===== config.mk =====
export PLATFORM = sky130hd
export DESIGN_NAME = btn_debounce_multi
export DESIGN_NICKNAME = d
export VERILOG_FILES = /design/src/rtl/btn_debounce_multi.sv
export SDC_FILE = /design/constraint.sdc
export NUM_CORES = 1
export LEC_CHECK = 0
export ABC_AREA = 1
export BUFFER_PORTS_ARGS = -buffer_cell sky130_fd_sc_hd__buf_2
export CAP_MARGIN = 20
export CORE_MARGIN = 3
export CORE_UTILIZATION = 61
export DETAILED_ROUTE_END_ITERATION = 8
export PLACE_DENSITY = 0.82
export SKIP_LAST_GASP = 1
export SLEW_MARGIN = 20
export SYNTH_ARGS = -nofsm -noshare
export SYNTH_HDL_FRONTEND = slang
export SYNTH_SLANG_ARGS = --single-unit

===== constraint.sdc =====
create_clock -name clk -period 2.1 [get_ports clk]
set_input_delay 0.42 -clock clk [delete_from_list [all_inputs] [get_ports clk]]
set_output_delay 0.42 -clock clk [all_outputs]
set_load 0.02 [all_outputs]

===== src/rtl/btn_debounce_multi.sv =====
`default_nettype none
//==============================================================================
// Module   : btn_debounce_multi
// Purpose  : N-channel button conditioner. Synchronises, debounces on a shared
//            prescaled tick, and emits press/release/auto-repeat pulses.
// Revision : 1.0 - initial release
//==============================================================================
module btn_debounce_multi #(
    parameter int N_CH         = 4,
    parameter int SYNC_STAGES  = 2,
    parameter int TICK_DIV     = 100_000,
    parameter int STABLE_CNT   = 10,
    parameter int REPEAT_DELAY = 0,
    parameter int REPEAT_RATE  = 1
) (
    input  logic            clk,
    input  logic            reset,
    input  logic [N_CH-1:0] i_btn,
    output logic [N_CH-1:0] o_btn,
    output logic [N_CH-1:0] o_rise,
    output logic [N_CH-1:0] o_fall,
    output logic [N_CH-1:0] o_rpt,
    output logic            o_tick
);

    localparam int c_DIV_W = (TICK_DIV > 1) ? $clog2(TICK_DIV) : 1;
    localparam int c_CNT_W = (STABLE_CNT > 1) ? $clog2(STABLE_CNT + 1) : 1;
    localparam logic [c_DIV_W-1:0] c_DIV_LAST = c_DIV_W'(TICK_DIV - 1);
    localparam logic [c_CNT_W-1:0] c_CNT_LAST = c_CNT_W'(STABLE_CNT - 1);

    logic [c_DIV_W-1:0] r_div;
    logic               r_tick;

    // With TICK_DIV=1 the divider sits at zero and the tick stays high.
    always_ff @(posedge clk) begin
        if (reset) begin
            r_div  <= '0;
            r_tick <= 1'b0;
        end else begin
            r_tick <= (r_div == c_DIV_LAST);
            r_div  <= (r_div == c_DIV_LAST) ? '0 : r_div + 1'b1;
        end
    end

    assign o_tick = r_tick;

    for (genvar k = 0; k < N_CH; k++) begin : g_ch
        logic [SYNC_STAGES-1:0] r_sync;
        logic                   w_s;
        logic                   r_lvl;
        logic                   r_lvl_d;
        logic [c_CNT_W-1:0]     r_cnt;
        logic                   w_flip;
        logic                   w_rise;

        always_ff @(posedge clk) begin
            if (reset) begin
                r_sync <= '0;
            end else begin
                r_sync <= {r_sync[SYNC_STAGES-2:0], i_btn[k]};
            end
        end

        assign w_s    = r_sync[SYNC_STAGES-1];
        assign w_flip = r_tick && (w_s != r_lvl) && (r_cnt == c_CNT_LAST);

        always_ff @(posedge clk) begin
            if (reset) begin
                r_lvl   <= 1'b0;
                r_lvl_d <= 1'b0;
                r_cnt   <= '0;
            end else begin
                r_lvl_d <= r_lvl;
                if (r_tick) begin
                    if (w_s == r_lvl) begin
                        r_cnt <= '0;
                    end else if (w_flip) begin
                        r_lvl <= w_s;
                        r_cnt <= '0;
                    end else begin
                        r_cnt <= r_cnt + 1'b1;
                    end
                end
            end
        end

        assign w_rise    = r_lvl & ~r_lvl_d;
        assign o_btn[k]  = r_lvl;
        assign o_rise[k] = w_rise;
        assign o_fall[k] = ~r_lvl & r_lvl_d;

        if (REPEAT_DELAY > 0) begin : g_rpt
            localparam int c_RC_MAX = (REPEAT_DELAY > REPEAT_RATE) ? REPEAT_DELAY : REPEAT_RATE;
            localparam int c_RC_W   = $clog2(c_RC_MAX + 1);
            localparam logic [c_RC_W-1:0] c_DELAY_LAST = c_RC_W'(REPEAT_DELAY - 1);
            localparam logic [c_RC_W-1:0] c_RATE_LAST  = c_RC_W'(REPEAT_RATE - 1);

            logic [c_RC_W-1:0] r_rc;
            logic [c_RC_W-1:0] w_target;
            logic              r_rep;
            logic              r_rpt;
            logic              w_fire;

            // A tick that releases the button must not also schedule a repeat.
            assign w_target = r_rep ? c_RATE_LAST : c_DELAY_LAST;
            assign w_fire   = r_tick && r_lvl && !w_flip && (r_rc == w_target);

            always_ff @(posedge clk) begin
                if (reset) begin
                    r_rc  <= '0;
                    r_rep <= 1'b0;
                    r_rpt <= 1'b0;
                end else begin
                    r_rpt <= 1'b0;
                    if (!r_lvl || w_rise) begin
                        r_rc  <= '0;
                        r_rep <= 1'b0;
                    end else if (w_fire) begin
                        r_rc  <= '0;
                        r_rep <= 1'b1;
                        r_rpt <= 1'b1;
                    end else if (r_tick) begin
                        r_rc <= r_rc + 1'b1;
                    end
                end
            end

            assign o_rpt[k] = r_rpt;
        end else begin : g_no_rpt
            assign o_rpt[k] = 1'b0;
        end
    end

endmodule
`default_nettype wire


==> results.py, run 1 <==
metrics = {
    "status": {
        "status": "finished clean",
    },
    "timing": {
        "period_share_pct": 80.2,
        "finalSetupViolations": 0,
        "skew_ns": 0.00583,
        "drv_slew": 0,
        "max_freq_mhz": 594,
        "setup_ws_ns": 0.417,
        "fin_setup_tns_ns": 0,
        "fin_crit_ns": 1.68,
        "rsz0062_at_grt": "false",
        "hold_violations": 0,
        "hold-worst-slack_ns": 0.305,
    },
    "global_route": {
        "grt_pass1_vias": 1717,
        "grt_max_degree": 19,
        "track_usage_pct": 18.7,
        "grt_pass1_wl_um": 6710,
        "overflow": 0,
        "antenna_found_initial": 0,
    },
    "clock_tree": {
        "cts_hold_buf": 0,
        "clock_latency_ns": 0.31,
        "cts.path.max_buffers": 2,
        "cts.repair.resized": 0,
        "cts_buffers": 5,
        "htreeDepth": 2,
        "cts_tree": "done",
        "clk_pin_slew_ns": 0.09,
        "post-cts-setup-buffer-count": 0,
        "numClockSinks": 50,
        "root_buffer": "clkbuf_8",
    },
    "synthesis": {
        "synth_flop_cell": "dfxtp_1",
        "netlist.top_cell.by_area": "dfxtp_1",
        "synth_edf_count": 0,
        "syn_inst": 327,
        "yosys-top-cells-area": "dfxtp_1 42%, nand2_1 9.2%, nor2_1 8.3%",
        "yosysSeqAreaShare_pct": 41.6,
        "async_flop_share_pct": 0,
        "yosys_warnings": 0,
        "synth_cell_types": 26,
        "synth_top_area_share_pct": 41.6,
        "yosys_register_bits": 50,
        "syn_area_per_cell_um2": 7.36,
        "syn_area_um2": 2410,
        "synth_top_cells_by_count": "59 x nand2_1, 53 x nor2_1, 50 x dfxtp_1, 48 x inv_1",
        "synth_most_common_cell": "nand2_1",
    },
    "detailed_routing": {
        "ant_nets": 0,
        "dr.pass1.iters": 4,
        "avgRoutedWirePerCell_um": 10.3,
        "avgViaCountPerCell": 4.91,
        "drc": 0,
        "drtIter0Drc": 124,
        "routed-via-count": 1904,
        "finalWirelength_um": 3980,
    },
    "worst_hold_path": {
        "min_path_type": "primary input to flip-flop",
        "hold_end": "g_ch[3].r_sync[0]$_SDFF_PP0_",
        "worstHoldPathCells": 3,
        "worst_hold_startpoint": "i_btn[3]",
    },
    "placed_design": {
        "placedCellCount": 381,
        "dpl_worst_slack_ns": 0.725,
        "dp_hpwl_um": 2950,
        "io_buffers": 18,
        "gp_congestion": 0.848,
    },
    "final_layout": {
        "multi_input_area_um2": 1100,
        "area_growth_pct": 5.36,
        "fillers": 311,
        "drive_gt1_share_pct": 14.7,
        "n_antenna_cell": 0,
        "regArea_um2": 1000,
        "fin_nets": 355,
        "final-instance-count-excl-fill": 388,
    },
    "critical_path": {
        "cp_slowest_cell": "dfxtp_1",
        "crit_path_end_kind": "output port",
        "cp.arrival_ns": 1.26,
        "rrSetupSlack_ns": 0.73,
        "critical-path-max-stage-delay_ns": 0.59,
        "r2r-end": "r_div[13]$_SDFF_PP0_",
        "cp_cell_sequence": "buf_4 -> buf_2",
        "reg2reg_depth": 6,
        "critPathLaunchType": "flip-flop",
        "r2r_start": "r_div[0]$_SDFF_PP0_",
        "path_max_fanout": 13,
        "cp_data_required_time_ns": 1.68,
        "criticalPathCategory": "flip-flop to output port",
    },
    "die": {
        "rows": 22,
        "dieArea_um2": 4730,
        "pin_count": 23,
        "start_util_pct": 64.3,
        "die_y_um": 68.8,
        "core_um2": 3740,
        "chipWidth_um": 68.8,
    },
    "pwr": {
        "power_density_nw_per_um2": 617,
        "ir_drop_mv": 0.530,
        "cellLeakagePower_uw": 0.00109,
    },
    "job": {
        "max_cap_violations": 0,
    },
}
## critical path, delay by kind of cell, from the launching register on
family / cells / cell delay, ns
buf+inv: 2 / 0.37
flops: 1 / 0.59
## placed cells by master (no fill, tap or decap), types with 10 or more instances in the layout
cell type,synthesis,routed
nand3_1,15,15
nor2_2,13,13
a21oi_1,15,15
xor2_1,10,10
o21ai_0,11,11
inv_1,48,48
dfxtp_1,50,50
nand2_1,59,59
buf_2,2,18
nor2_1,53,53
## how the worst max path moves through the flow
| stage | start | endpoint | slack, ns | cells after the start |
|---|---|---|---|---|
| after floorplan | r_div[0]$_SDFF_PP0_ | r_div[10]$_SDFF_PP0_ | 0.83 | 7 |
| after global placement | o_tick$_SDFF_PP0_ | o_tick | 0.76 | 2 |
| after detailed placement | r_div[0]$_SDFF_PP0_ | r_div[8]$_SDFF_PP0_ | 0.73 | 6 |
| after CTS | o_tick$_SDFF_PP0_ | o_tick | 0.41 | 2 |
| after global routing | o_tick$_SDFF_PP0_ | o_tick | 0.33 | 2 |
| final | o_tick$_SDFF_PP0_ | o_tick | 0.42 | 2 |
## layout make-up
class | count | share of cell area, %
clock buffers | 5 | 2.71
clock inverters | 2 | 0.592
inverters | 50 | 7.40
multi-input cells | 213 | 43.3
flip-flops and latches | 50 | 39.5
well taps | 48 | 2.37
repair buffers | 20 | 4.15
## flip-flops by register name (all words and copies together) (netlist names)
| signal | cells |
|---|---|
| g_ch.r_sync | 8 |
| g_ch.r_lvl_d | 4 |
| g_ch.r_lvl | 4 |
| g_ch.r_cnt | 16 |
| r_div | 17 |
| o_tick | 1 |
## routing by layer
| layer | part of all wire [%] | wire [µm] | global-route usage (%) | vias to the layer above |
|---|---|---|---|---|
| met5 | 0 | 0 | 0 | - |
| li1 | - | - | - | 1007 |
| met3 | 3.6 | 142 | 4.38 | 6 |
| met1 | 44 | 1740 | 19.5 | 871 |
| met2 | 52 | 2060 | 36.1 | 20 |
| met4 | 1.1 | 42 | 6.57 | 0 |
## where the power goes
part	leakage (µW)	internal (µW)	switching, µW
clock network	0.0000362	228	316
logic	0.000646	15.9	36.7
registers	0.000405	959	8.37
total	0.00109	1200	361
## through the flow
step / instance area (µm²) / utilization (%) / power [µW]
final: 2530 / 67.7 / 1560
after detailed placement: 2450 / 65.5 / 1040
after CTS: 2530 / 67.7 / 1580
after floorplan: 2420 / - / 1040
after global routing: 2530 / 67.7 / 1620
after global placement: 2450 / 65.5 / 1040
## kinds of logic after synthesis
family                   Yosys count  share of synthesized area [%]
AO/OA/AOI/OAI                     28                           6.03
flip-flops                        50                           41.6
adder cells (fa/ha/maj)            9                           4.68
AND/OR/NAND/NOR                  158                           29.2
buffers and inverters             67                           13.3
other                              1                          0.156
XOR/XNOR                          14                           5.10
No activity file was read; power rests on OpenSTA's default activity.
==> inputs of run 2 (changes only) <==
--- a/config.mk
+++ b/config.mk
@@ -9,9 +9,9 @@
 export BUFFER_PORTS_ARGS = -buffer_cell sky130_fd_sc_hd__buf_2
 export CAP_MARGIN = 20
 export CORE_MARGIN = 3
-export CORE_UTILIZATION = 61
+export CORE_UTILIZATION = 58
 export DETAILED_ROUTE_END_ITERATION = 8
-export PLACE_DENSITY = 0.82
+export PLACE_DENSITY = 0.78
 export SKIP_LAST_GASP = 1
 export SLEW_MARGIN = 20
 export SYNTH_ARGS = -nofsm -noshare
==> constraint.sdc (replaced) <==
create_clock -name clk -period 1.6 [get_ports clk]
set_input_delay 0.32 -clock clk [delete_from_list [all_inputs] [get_ports clk]]
set_output_delay 0.32 -clock clk [all_outputs]
set_load 0.02 [all_outputs]
==> results.py, run 2 (synthesized netlist as in run 1, its figures left out) <==
metrics = {
    "placed_design": {
        "gp_congestion": 0.825,
        "dpl_worst_slack_ns": 0.197,
        "dp_hpwl_um": 2950,
        "io_buffers": 18,
    },
    "worst_hold_path": {
        "hold_end": "g_ch[3].r_sync[0]$_SDFF_PP0_",
        "worst_hold_startpoint": "i_btn[3]",
        "min_path_type": "primary input to flip-flop",
        "worstHoldPathCells": 3,
    },
    "clock_tree": {
        "cts_tree": "done",
        "clock_latency_ns": 0.30,
        "htreeDepth": 2,
        "root_buffer": "clkbuf_8",
        "numClockSinks": 50,
        "cts.path.max_buffers": 2,
        "cts.repair.resized": 0,
        "post-cts-setup-buffer-count": 0,
        "cts_buffers": 5,
        "clk_pin_slew_ns": 0.08,
        "cts_hold_buf": 0,
    },
    "final_layout": {
        "fin_nets": 357,
        "fillers": 349,
        "drive_gt1_share_pct": 15.2,
        "regMostFlops": "r_div",
        "final_cell_mix": "59 x nand2_1, 53 x nor2_1, 50 x dfxtp_1",
        "top_regs": "r_div (17), g_ch.r_cnt (16), g_ch.r_sync (8)",
        "final_util_pct": 66.7,
        "multi_input_area_um2": 1100,
        "regArea_um2": 1000,
        "area_growth_pct": 6.08,
        "final_common_cell": "nand2_1",
        "n_antenna_cell": 0,
        "largest_reg_flops": 17,
    },
    "die": {
        "core_um2": 3830,
        "rows": 22,
        "chipWidth_um": 70.4,
        "die_y_um": 70.4,
        "start_util_pct": 62.9,
        "dieArea_um2": 4960,
        "pin_count": 23,
    },
    "critical_path": {
        "path_max_fanout": 11,
        "critPathLaunchType": "flip-flop",
        "rrSetupSlack_ns": 0.20,
        "cp_slowest_cell": "dfxtp_1",
        "reg2reg_depth": 6,
        "r2r-end": "r_div[4]$_SDFF_PP0_",
        "criticalPathCategory": "flip-flop to output port",
        "cp.arrival_ns": 1.20,
        "critical-path-max-stage-delay_ns": 0.55,
        "cp_data_required_time_ns": 1.28,
        "crit_path_end_kind": "output port",
        "r2r_start": "r_div[0]$_SDFF_PP0_",
        "cp_cell_sequence": "buf_4 -> buf_2",
    },
    "timing": {
        "finalSetupViolations": 0,
        "drv_slew": 0,
        "skew_ns": 0.0121,
        "max_freq_mhz": 659,
        "period_share_pct": 94.9,
        "setup_ws_ns": 0.0823,
        "fin_crit_ns": 1.52,
        "fin_setup_tns_ns": 0,
        "rsz0062_at_grt": "false",
        "hold_violations": 0,
    },
    "detailed_routing": {
        "avgViaCountPerCell": 4.78,
        "finalWirelength_um": 3950,
        "drc": 0,
        "avgRoutedWirePerCell_um": 10.1,
        "ant_nets": 0,
        "dr.pass1.iters": 4,
        "routed-via-count": 1870,
        "drtIter0Drc": 93,
    },
    "global_route": {
        "antenna_found_initial": 0,
        "grt_max_degree": 18,
        "grt_pass1_vias": 1688,
        "grt_pass1_wl_um": 6910,
        "track_usage_pct": 16.9,
        "overflow": 0,
    },
    "job": {
        "max_cap_violations": 0,
    },
    "pwr": {
        "ir_drop_mv": 0.714,
        "power_density_nw_per_um2": 803,
        "cellLeakagePower_uw": 0.00111,
    },
    "status": {
        "status": "finished clean",
    },
}
run 2: cell count changes in the layout (fill, tap and decap cells not counted):
cell	delta
buf_4	+2
clkbuf_1	+1
clkinv_2	+1
clkinv_4	+1
clkinvlp_4	-2
run 2: cell type report:
cell class / instances / share of cell area, %
repair buffers: 22 / 4.71
clock inverters: 2 / 0.539
clock buffers: 6 / 2.84
flip-flops and latches: 50 / 39.2
well taps: 48 / 2.35
inverters: 50 / 7.35
multi-input cells: 213 / 43.0
run 2: how the worst max path moves through the flow:
stage | start | endpoint | cells after the start
global placement | r_div[0]$_SDFF_PP0_ | r_div[4]$_SDFF_PP0_ | 6
global route | o_tick$_SDFF_PP0_ | o_tick | 2
detailed placement | r_div[0]$_SDFF_PP0_ | r_div[4]$_SDFF_PP0_ | 6
finish | o_tick$_SDFF_PP0_ | o_tick | 2
CTS | o_tick$_SDFF_PP0_ | o_tick | 2
floorplan | r_div[0]$_SDFF_PP0_ | r_div[10]$_SDFF_PP0_ | 7
run 2: power breakdown:
group | internal (µW) | total (µW) | switching (µW)
clock network | 309 | 708 | 399
logic | 22.9 | 73.1 | 50.2
registers | 1260 | 1270 | 10.6
run 2: critical path: cells and delay by family, from the launching register on:
kind | cells | cell delay (ns)
buffers and inverters | 2 | 0.34
flip-flops | 1 | 0.55
run 2: metrics by stage:
| step | instance area [µm²] | hold slack (ns) | total power (µW) | std cells |
|---|---|---|---|---|
| after floorplan | 2420 | 0.388 | 1370 | 330 |
| after global placement | 2470 | 0.395 | 1370 | 383 |
| after detailed placement | 2470 | 0.398 | 1370 | 383 |
| after CTS | 2550 | 0.214 | 2080 | 391 |
| after global routing | 2550 | 0.228 | 2140 | 391 |
| final | 2550 | 0.221 | 2050 | 391 |
run 2: layer usage:
layer / part of all wire [%] / vias to the layer above / GRT usage (%)
met1: 46 / 824 / 20.1
met2: 49 / 31 / 29.3
li1: - / 1011 / -
met4: 0.96 / 0 / 6.17
met3: 3.4 / 4 / 3.88
met5: 0 / - / 0
